[src/rtl/mem_pkg.sv]
// Shared definitions for the memory access controller.
// Contents: data/address widths, request size encodings, FSM state type.
package mem_pkg;

    localparam int ADDR_W = 27;
    localparam int DATA_W = 32;

    localparam logic [1:0] SZ_BYTE = 2'b00;
    localparam logic [1:0] SZ_HALF = 2'b01;
    localparam logic [1:0] SZ_WORD = 2'b10;
    localparam logic [1:0] SZ_ILL  = 2'b11;

    typedef enum logic [1:0] {
        ST_IDLE,
        ST_READ,
        ST_WRITE,
        ST_RESP
    } state_t;

endpackage

[src/rtl/mem_lane_align.sv]
// Combinational byte-lane logic for the memory access controller.
// Ports:
//   old_word   in  32  word read from memory
//   wdata      in  32  right-justified store data
//   offset     in  2   byte offset within the word (little-endian lanes)
//   size       in  2   byte / half / word
//   is_uns     in  1   zero-extend loads when 1, sign-extend when 0
//   load_data  out 32  extracted and extended load value
//   merged     out 32  old_word with the store lane(s) replaced by wdata
module mem_lane_align
    import mem_pkg::*;
(
    input  logic [DATA_W-1:0] old_word,
    input  logic [DATA_W-1:0] wdata,
    input  logic [1:0]        offset,
    input  logic [1:0]        size,
    input  logic              is_uns,
    output logic [DATA_W-1:0] load_data,
    output logic [DATA_W-1:0] merged
);

    logic [7:0]  byte_sel;
    logic [15:0] half_sel;

    always_comb begin
        byte_sel  = old_word[{offset, 3'b000} +: 8];
        half_sel  = old_word[{offset[1], 4'b0000} +: 16];
        load_data = old_word;
        merged    = old_word;
        case (size)
            SZ_BYTE: begin
                load_data = is_uns ? {24'd0, byte_sel} : {{24{byte_sel[7]}}, byte_sel};
                merged[{offset, 3'b000} +: 8] = wdata[7:0];
            end
            SZ_HALF: begin
                load_data = is_uns ? {16'd0, half_sel} : {{16{half_sel[15]}}, half_sel};
                merged[{offset[1], 4'b0000} +: 16] = wdata[15:0];
            end
            default: begin
                load_data = old_word;
                merged    = wdata;
            end
        endcase
    end

endmodule

[src/rtl/mem_access_ctrl.sv]
// Initiator side of the word-organised main memory port.
// Takes byte/half/word load/store requests over valid/ready, runs them against
// memory (read-modify-write for sub-word stores) and returns a one-cycle response.
// Ports:
//   clk, rst                      clock, synchronous active-high reset
//   req_valid/req_ready           request handshake (ready only when idle)
//   req_write/size/unsigned/addr/wdata   request fields
//   resp_valid/resp_rdata/resp_err       one-cycle completion
//   dira/write_data/memwrite/memread     memory command side
//   mem_rdata                     memory read data, valid RD_LAT cycles after memread rises
//
// state    | meaning
// ST_IDLE  | ready for a request; strobes low, dira/write_data hold
// ST_READ  | memread high for RD_LAT+1 cycles, capture on the last one
// ST_WRITE | memwrite high for one cycle
// ST_RESP  | resp_valid pulse
module mem_access_ctrl
    import mem_pkg::*;
#(
    parameter int RD_LAT = 1
) (
    input  logic              clk,
    input  logic              rst,
    input  logic              req_valid,
    output logic              req_ready,
    input  logic              req_write,
    input  logic [1:0]        req_size,
    input  logic              req_unsigned,
    input  logic [31:0]       req_addr,
    input  logic [DATA_W-1:0] req_wdata,
    output logic              resp_valid,
    output logic [DATA_W-1:0] resp_rdata,
    output logic              resp_err,
    output logic [ADDR_W-1:0] dira,
    output logic [DATA_W-1:0] write_data,
    output logic              memwrite,
    output logic              memread,
    input  logic [DATA_W-1:0] mem_rdata
);

    localparam int CNT_W = (RD_LAT < 1) ? 1 : $clog2(RD_LAT + 1);
    localparam logic [CNT_W-1:0] CNT_LAST = CNT_W'(RD_LAT);

    state_t              state, state_nxt;
    logic [CNT_W-1:0]    cnt;
    logic                lat_write, lat_uns;
    logic [1:0]          lat_size, lat_off;
    logic [DATA_W-1:0]   lat_wdata;
    logic [DATA_W-1:0]   rdata_q, wdata_q;
    logic [ADDR_W-1:0]   dira_q;
    logic                err_q;
    logic                accept, bad, rd_last, word_store;
    logic [DATA_W-1:0]   load_data, merged;

    assign accept     = req_valid && req_ready;
    assign word_store = req_write && (req_size == SZ_WORD);
    assign bad        = (req_size == SZ_ILL)
                      | ((req_size == SZ_HALF) & req_addr[0])
                      | ((req_size == SZ_WORD) & (|req_addr[1:0]))
                      | (|req_addr[31:29]);
    assign rd_last    = (state == ST_READ) && (cnt == CNT_LAST);

    // Gate with rst so nothing is offered or strobed while reset is held.
    assign req_ready  = (state == ST_IDLE)  && !rst;
    assign memread    = (state == ST_READ)  && !rst;
    assign memwrite   = (state == ST_WRITE) && !rst;
    assign resp_valid = (state == ST_RESP)  && !rst;

    // rdata_q/err_q are only loaded on entry to RESP and cleared otherwise,
    // so they read as 0 outside the response cycle.
    assign resp_rdata = rdata_q;
    assign resp_err   = err_q;
    assign dira       = dira_q;
    assign write_data = wdata_q;

    mem_lane_align u_align (
        .old_word  (mem_rdata),
        .wdata     (lat_wdata),
        .offset    (lat_off),
        .size      (lat_size),
        .is_uns    (lat_uns),
        .load_data (load_data),
        .merged    (merged)
    );

    always_comb begin
        state_nxt = state;
        case (state)
            ST_IDLE: begin
                if (accept) begin
                    if (bad)             state_nxt = ST_RESP;
                    else if (word_store) state_nxt = ST_WRITE;
                    else                 state_nxt = ST_READ;
                end
            end
            ST_READ:  if (rd_last) state_nxt = lat_write ? ST_WRITE : ST_RESP;
            ST_WRITE: state_nxt = ST_RESP;
            ST_RESP:  state_nxt = ST_IDLE;
            default:  state_nxt = ST_IDLE;
        endcase
    end

    always_ff @(posedge clk) begin
        if (rst) begin
            state     <= ST_IDLE;
            cnt       <= '0;
            lat_write <= 1'b0;
            lat_uns   <= 1'b0;
            lat_size  <= 2'b00;
            lat_off   <= 2'b00;
            lat_wdata <= '0;
            rdata_q   <= '0;
            err_q     <= 1'b0;
            dira_q    <= '0;
            wdata_q   <= '0;
        end else begin
            state   <= state_nxt;
            rdata_q <= '0;
            err_q   <= 1'b0;
            cnt     <= (state == ST_READ) ? cnt + CNT_W'(1) : '0;
            if (accept) begin
                lat_write <= req_write;
                lat_uns   <= req_unsigned;
                lat_size  <= req_size;
                lat_off   <= req_addr[1:0];
                lat_wdata <= req_wdata;
                if (bad) begin
                    err_q <= 1'b1;
                end else begin
                    dira_q <= req_addr[28:2];
                    if (word_store) wdata_q <= req_wdata;
                end
            end
            if (rd_last) begin
                if (lat_write) wdata_q <= merged;
                else           rdata_q <= load_data;
            end
        end
    end

endmodule

[config.mk]
export PLATFORM = sky130hd
export DESIGN_NAME = mem_access_ctrl
export DESIGN_NICKNAME = d
export VERILOG_FILES = /design/src/rtl/mem_pkg.sv /design/src/rtl/mem_lane_align.sv /design/src/rtl/mem_access_ctrl.sv
export SDC_FILE = /design/constraint.sdc
export NUM_CORES = 1
export LEC_CHECK = 0
export CAP_MARGIN = 20
export CORE_MARGIN = 3
export CORE_UTILIZATION = 35
export DETAILED_ROUTE_END_ITERATION = 8
export GPL_ROUTABILITY_DRIVEN = 0
export GPL_TIMING_DRIVEN = 0
export SLEW_MARGIN = 0
export SYNTH_ARGS = -nofsm -noshare
export SYNTH_HDL_FRONTEND = slang
export SYNTH_SLANG_ARGS = --single-unit
export TNS_END_PERCENT = 50
[constraint.sdc]
create_clock -name clk -period 2.7 [get_ports clk]
set_input_delay 0.54 -clock clk [delete_from_list [all_inputs] [get_ports clk]]
set_output_delay 0.54 -clock clk [all_outputs]
set_load 0.01 [all_outputs]
# Yosys cells after proc, flatten, opt, wreduce, memory -nomap -nowiden

Cells that the tools add are included.

Register bits: 133

$add $sub $neg: 3
Equality and inequality tests: 9
Shift-type cells: 6
Muxes and demuxes: 18
Bitwise logic cells: 9
Reductions and logical operators: 17

Operators by type and width:

| cell                      | number |
|---|---|
| $mux W32                  | 7 |
| $pmux W32 S2              | 2 |
| $bwmux W32                | 2 |
| $shift A16 B7 Y32 const A | 1 |
| $shift A8 B7 Y32 const A  | 1 |
| $shiftx A16 B7 Y32        | 1 |
| $shiftx A32 B6 Y16        | 1 |
| $shiftx A32 B6 Y8         | 1 |
| $shiftx A8 B7 Y32         | 1 |
| $neg A5 Y7                | 2 |
| $eq A2 B2 Y1 const B      | 4 |
| $mux W2                   | 4 |
| $pmux W2 S4               | 1 |
| $logic_and A1 B1 Y1       | 7 |
| $eq A2 B1 Y1 const B      | 3 |
| $reduce_or A2 Y1          | 3 |
| $reduce_or A3 Y1          | 2 |
| $logic_not A2 Y1          | 2 |
| $ne A2 B2 Y1 const B      | 2 |
| $not A1 Y1                | 4 |
| $reduce_and A2 Y1         | 2 |
| $or A1 B1 Y1              | 3 |
| $and A1 B1 Y1             | 2 |
| $mux W1                   | 2 |
| other kinds (2)           | 2 |

# Logic depth before layout (Yosys ltp)

Depth after elaboration: 9
Mapped depth: 10
Depth with buffers taken out: 6

# By module

Synthesis repeated with hierarchy kept, for this count alone.

Cell total of the unflattened synthesis: 824
Area total of the unflattened synthesis: 6804.0 um^2

Modules (own cells, without submodules):

| module          | instances | cells each | area an instance (um^2) |
|---|---|---|---|
| mem_access_ctrl | 1         | 568        | 4828.4 |
| mem_lane_align  | 1         | 256        | 1975.6 |

# Worst setup path before layout

OpenSTA, ideal clock, no wires.

Kind: flip-flop to flip-flop
From: register lat_off[1]
To: register wdata_q[18], in the netlist write_data[18]
Setup time: 0.095 ns
Arrival: 2.316 ns
Required time: 2.605 ns
Slack: 0.288 ns
Cell stages (with the launch flop): 10
Clock period less this slack: 2.412 ns
Path through: dfxtp_1 clkbuf_1 buf_4 inv_1 ha_1 or3b_2 clkbuf_1 nor4_1 o21ai_0 a221oi_1

Longest elaborated chain between the ends: 6

Ends and longest elaborated chain:

| item                                             | line                                       | source |
|---|---|---|
| from (decl)                                      | mem_access_ctrl.sv:47                      | `logic [1:0] lat_size, lat_off;` |
| from (signal assigned)                           | mem_access_ctrl.sv:125                     | `lat_off <= req_addr[1:0];` |
| $neg A5 Y7 (on tied branches)                    | mem_lane_align.sv:37, mem_lane_align.sv:33 |  |
| $shiftx A16 B7 Y32, or another cell as far along | mem_lane_align.sv:37                       | `merged[{offset[1], 4'b0000} +: 16] = wdata[15:0];` |
| $bwmux W32 (on tied branches)                    | mem_lane_align.sv:37, mem_lane_align.sv:33 |  |
| $pmux W32 S2 (*)                                 | mem_lane_align.sv:30                       | `case (size)` |
| $mux W32 (*)                                     | mem_access_ctrl.sv:135                     | `if (lat_write) wdata_q <= merged;` |
| $mux W32 (*)                                     | mem_access_ctrl.sv:134                     | `if (rd_last) begin` |
| to (signal assigned)                             | mem_access_ctrl.sv:131                     | `if (word_store) wdata_q <= req_wdata;` |
| to (signal assigned)                             | mem_access_ctrl.sv:135                     |  |
| to (decl)                                        | mem_access_ctrl.sv:49                      | `logic [DATA_W-1:0] rdata_q, wdata_q;` |

Mark *: on every way between the ends. The rest lies on a longest branch, timed or not.
A chain may end at the register's enable or synchronous reset.

# Worst setup path after layout

From: input port rst
To: output port resp_valid

Longest elaborated chain between the ends: 2

Ends and longest elaborated chain:

| item                | line                  | source |
|---|---|---|
| from (decl)         | mem_access_ctrl.sv:23 | `input logic rst,` |
| $logic_not A1 Y1    | mem_access_ctrl.sv:67 | `assign resp_valid = (state == ST_RESP) && !rst;` |
| $logic_and A1 B1 Y1 | mem_access_ctrl.sv:67 |  |
| to (decl)           | mem_access_ctrl.sv:31 | `output logic resp_valid,` |

Every way passes these cells.

==> results.ini <==
[setup_path]
rr_startpoint=lat_off[1]$_SDFFE_PP0P_
setup.worst_path.start_class=primary input
reg2regPathDepth=7
crit_end=resp_valid
r2r_slack_ns=0.13
critPathMaxFanout=10
reg2reg_to=write_data[6]$_SDFF_PP0_
required_ns=2.16
arrival_ns=2.09
startpoint=rst
critical_path_class=in -> out
cp-end-kind=output port

[clock_tree]
cts-buffers-inserted=17
clk_path_buf_depth=2
insertion_delay_ns=0.42
cts_resized=12
holdBufCountCts=0
cts_max_level=4
cts_root_buf=clkbuf_16
path_clk_slew_ns=0.06
postCtsSetupRepairBufs=0
tritoncts=built
clock-sinks=133

[synth]
yosysMostFrequentCell=nand2_1
async_flop_share_pct=0
synth_edf_count=0
synth_top_flop_cell=dfxtp_1
synth_area_um2=6190
syn_avg_cell_area_um2=8.19
synth_warnings=0
ys_types=52
yosysTopAreaCell=dfxtp_1
synth_top_area_share_pct=43.0
syn-num-nets=868
synth_fa_ha_area_share_pct=1.82
syn_inst=756
synth_common_cells=nand2_1, dfxtp_1, a21oi_1
synth-seq-cells=133
synthSimpleGateAreaFrac_pct=19.9
synth-xor-area-share_pct=0
synth_compound_area_share_pct=25.3
synth_area_leaders=dfxtp_1, nand2_1, a21oi_1
synth_top_family_by_area=compound AO/OA/AOI/OAI gates
ys_seq_area_share_pct=43.0
synth_mux_area_share_pct=4.37

[routing]
routedWlPerCell_um=20.1
route.met3.wl_mm=2.20
first_pass_iters=6
vias=6584
drt-initial-drc-count=668
wl_met2_mm=10.3
routed_wl_mm=24.2
drc=0
viasPerCell=5.47
ant_nets=0
highest_layer=met4
drt-met1-wl_mm=11.1

[layout]
fin_area_um2=9140
utilization_pct=53.9
antenna_cells=0
drive_gt1_share_pct=7.52
nets=1083
fin_cells=1204
area_growth_pct=47.6

[power]
sw_frac_of_total_pct=31.5
power.total_mw=6.14
switchingPower_mw=1.93
p_comb_share_pct=23.2
p_leak_nw=3.34
power_density_nw_per_um2=672
seq_power_share_pct=35.9
p_int_mw=4.21
ir_worst_vdd_uv=488
clkPwrFrac_pct=40.9

[die]
initial_core_util_pct=36.5
fp.dieW_um=139
core-area_um2=16900
num_rows=47
die_y_um=139
pin_count=199
dieArea_um2=19300

[place]
dp_hpwl_mm=18.1
placed_area_um2=8450
port_buffers=198
place_inst=1174

[hold_path]
min_path_type=reg -> reg

[timing]
slew_violations=0
setup_tns_ns=0
setup_viol_count_final=0
finalWorstPathRequiredPeriod_ns=2.63
finalCritPeriodShare_pct=97.6
hold_viol=0
relSlewSlack_pct=35.2
rsz0062_at_grt=false
fin_skew_ns=0.00851
fmax_ghz=0.380
worstMarginPinSlew_ns=0.971

[run]
maxCapViolCount=0

[global_routing]
grt_max_degree=17
antenna_found_initial=0
grt_pass1_vias=6426
grt_overflow_total=0
grt_pass1_wl_mm=37.3
gr-usage-all-layers_pct=24.3

[run_status]
status=completed

final cells by class:
cell class	count	area [um^2]
fill	1658	7800
multi-input combinational	539	3240
timing repair buffer	198	1980
sequential	133	2660
tap	220	275
clock inverter	14	201
inverter	19	71.3
clock buffer	18	429
buffer	63	275
logic make-up (layout without fill, tap and decap cells):
logic type	after synthesis	count (layout)
AOI/OAI and AO/OA	233	233
DFF	133	133
and+or+nand+nor	280	280
adders and majority gates	9	9
buffers and inverters	84	312
muxes	17	17
registers in the layout, summed over array words and instances (netlist names):
| signal | count |
|---|---|
| cnt | 1 |
| dira | 27 |
| lat_off | 2 |
| lat_size | 2 |
| lat_uns | 1 |
| lat_wdata | 32 |
| lat_write | 1 |
| resp_err | 1 |
| resp_rdata | 32 |
| state | 2 |
| write_data | 32 |
worst min-delay path by stage:
stage,cells after the start,startpoint,end,slack [ns]
after floorplan,2,lat_wdata[19]$_SDFFE_PP0P_,lat_wdata[19]$_SDFFE_PP0P_,0.43
after global placement,2,dira[22]$_SDFFE_PP0P_,dira[22]$_SDFFE_PP0P_,0.44
after detailed placement,2,dira[12]$_SDFFE_PP0P_,dira[12]$_SDFFE_PP0P_,0.45
after CTS,2,dira[12]$_SDFFE_PP0P_,dira[12]$_SDFFE_PP0P_,0.45
after global routing,2,lat_wdata[21]$_SDFFE_PP0P_,lat_wdata[21]$_SDFFE_PP0P_,0.48
final,2,dira[12]$_SDFFE_PP0P_,dira[12]$_SDFFE_PP0P_,0.45
per-stage QoR:
step                worst slack, ns  hold WS [ns]
finish                       0.0660         0.454
global route                0.00222         0.479
CTS                          0.0251         0.455
detailed placement           -0.355         0.446
global placement             -0.351         0.441
floorplan                     0.288         0.434
layout by cell type, fill, tap and decap left out, types with 4 or more instances in the layout:
master and instances:
a31oi_1 16, bufinv_16 4, a221oi_2 8, o21ai_0 11, a32oi_1 8, clkbuf_16 17
o22ai_1 22, mux4_2 8, buf_2 12, ha_1 9, clkbuf_1 44, nor2_1 15
clkinvlp_4 4, nand2_1 205, mux2i_1 9, a22oi_1 7, nand2b_1 4, dfxtp_1 132
clkdlybuf4s50_1 197, a21oi_1 88, o31ai_1 4, nor3b_1 8, a221oi_1 9, a221o_1 15
nor2b_1 5, a21o_1 15, a311oi_1 8, nand3_1 26, a222oi_1 8, inv_1 18
and3b_1 4
power by group through the flow:
stage / registers, mW / logic [mW] / clock network [mW]
after floorplan: 2.21 / 0.830 / 0
after global placement: 2.23 / 1.35 / 0
after detailed placement: 2.24 / 1.35 / 0
after CTS: 2.20 / 1.39 / 2.52
after global routing: 2.22 / 1.54 / 2.60
final: 2.21 / 1.42 / 2.51
layer usage:
metal / track usage, % / up-vias
met1: 34.3 / 3074
met4: 7.21 / 0
met2: 36.4 / 301
met3: 6.59 / 43
met5: 0 / -
li1: - / 3166
critical path, stage by stage:
cell and delay, ns:
clkdlybuf4s50_1 0.49, buf_6 0.19, buf_4 0.18, nor2b_1 0.13, clkdlybuf4s50_1 0.55
No activity file was read; power rests on OpenSTA's default activity.
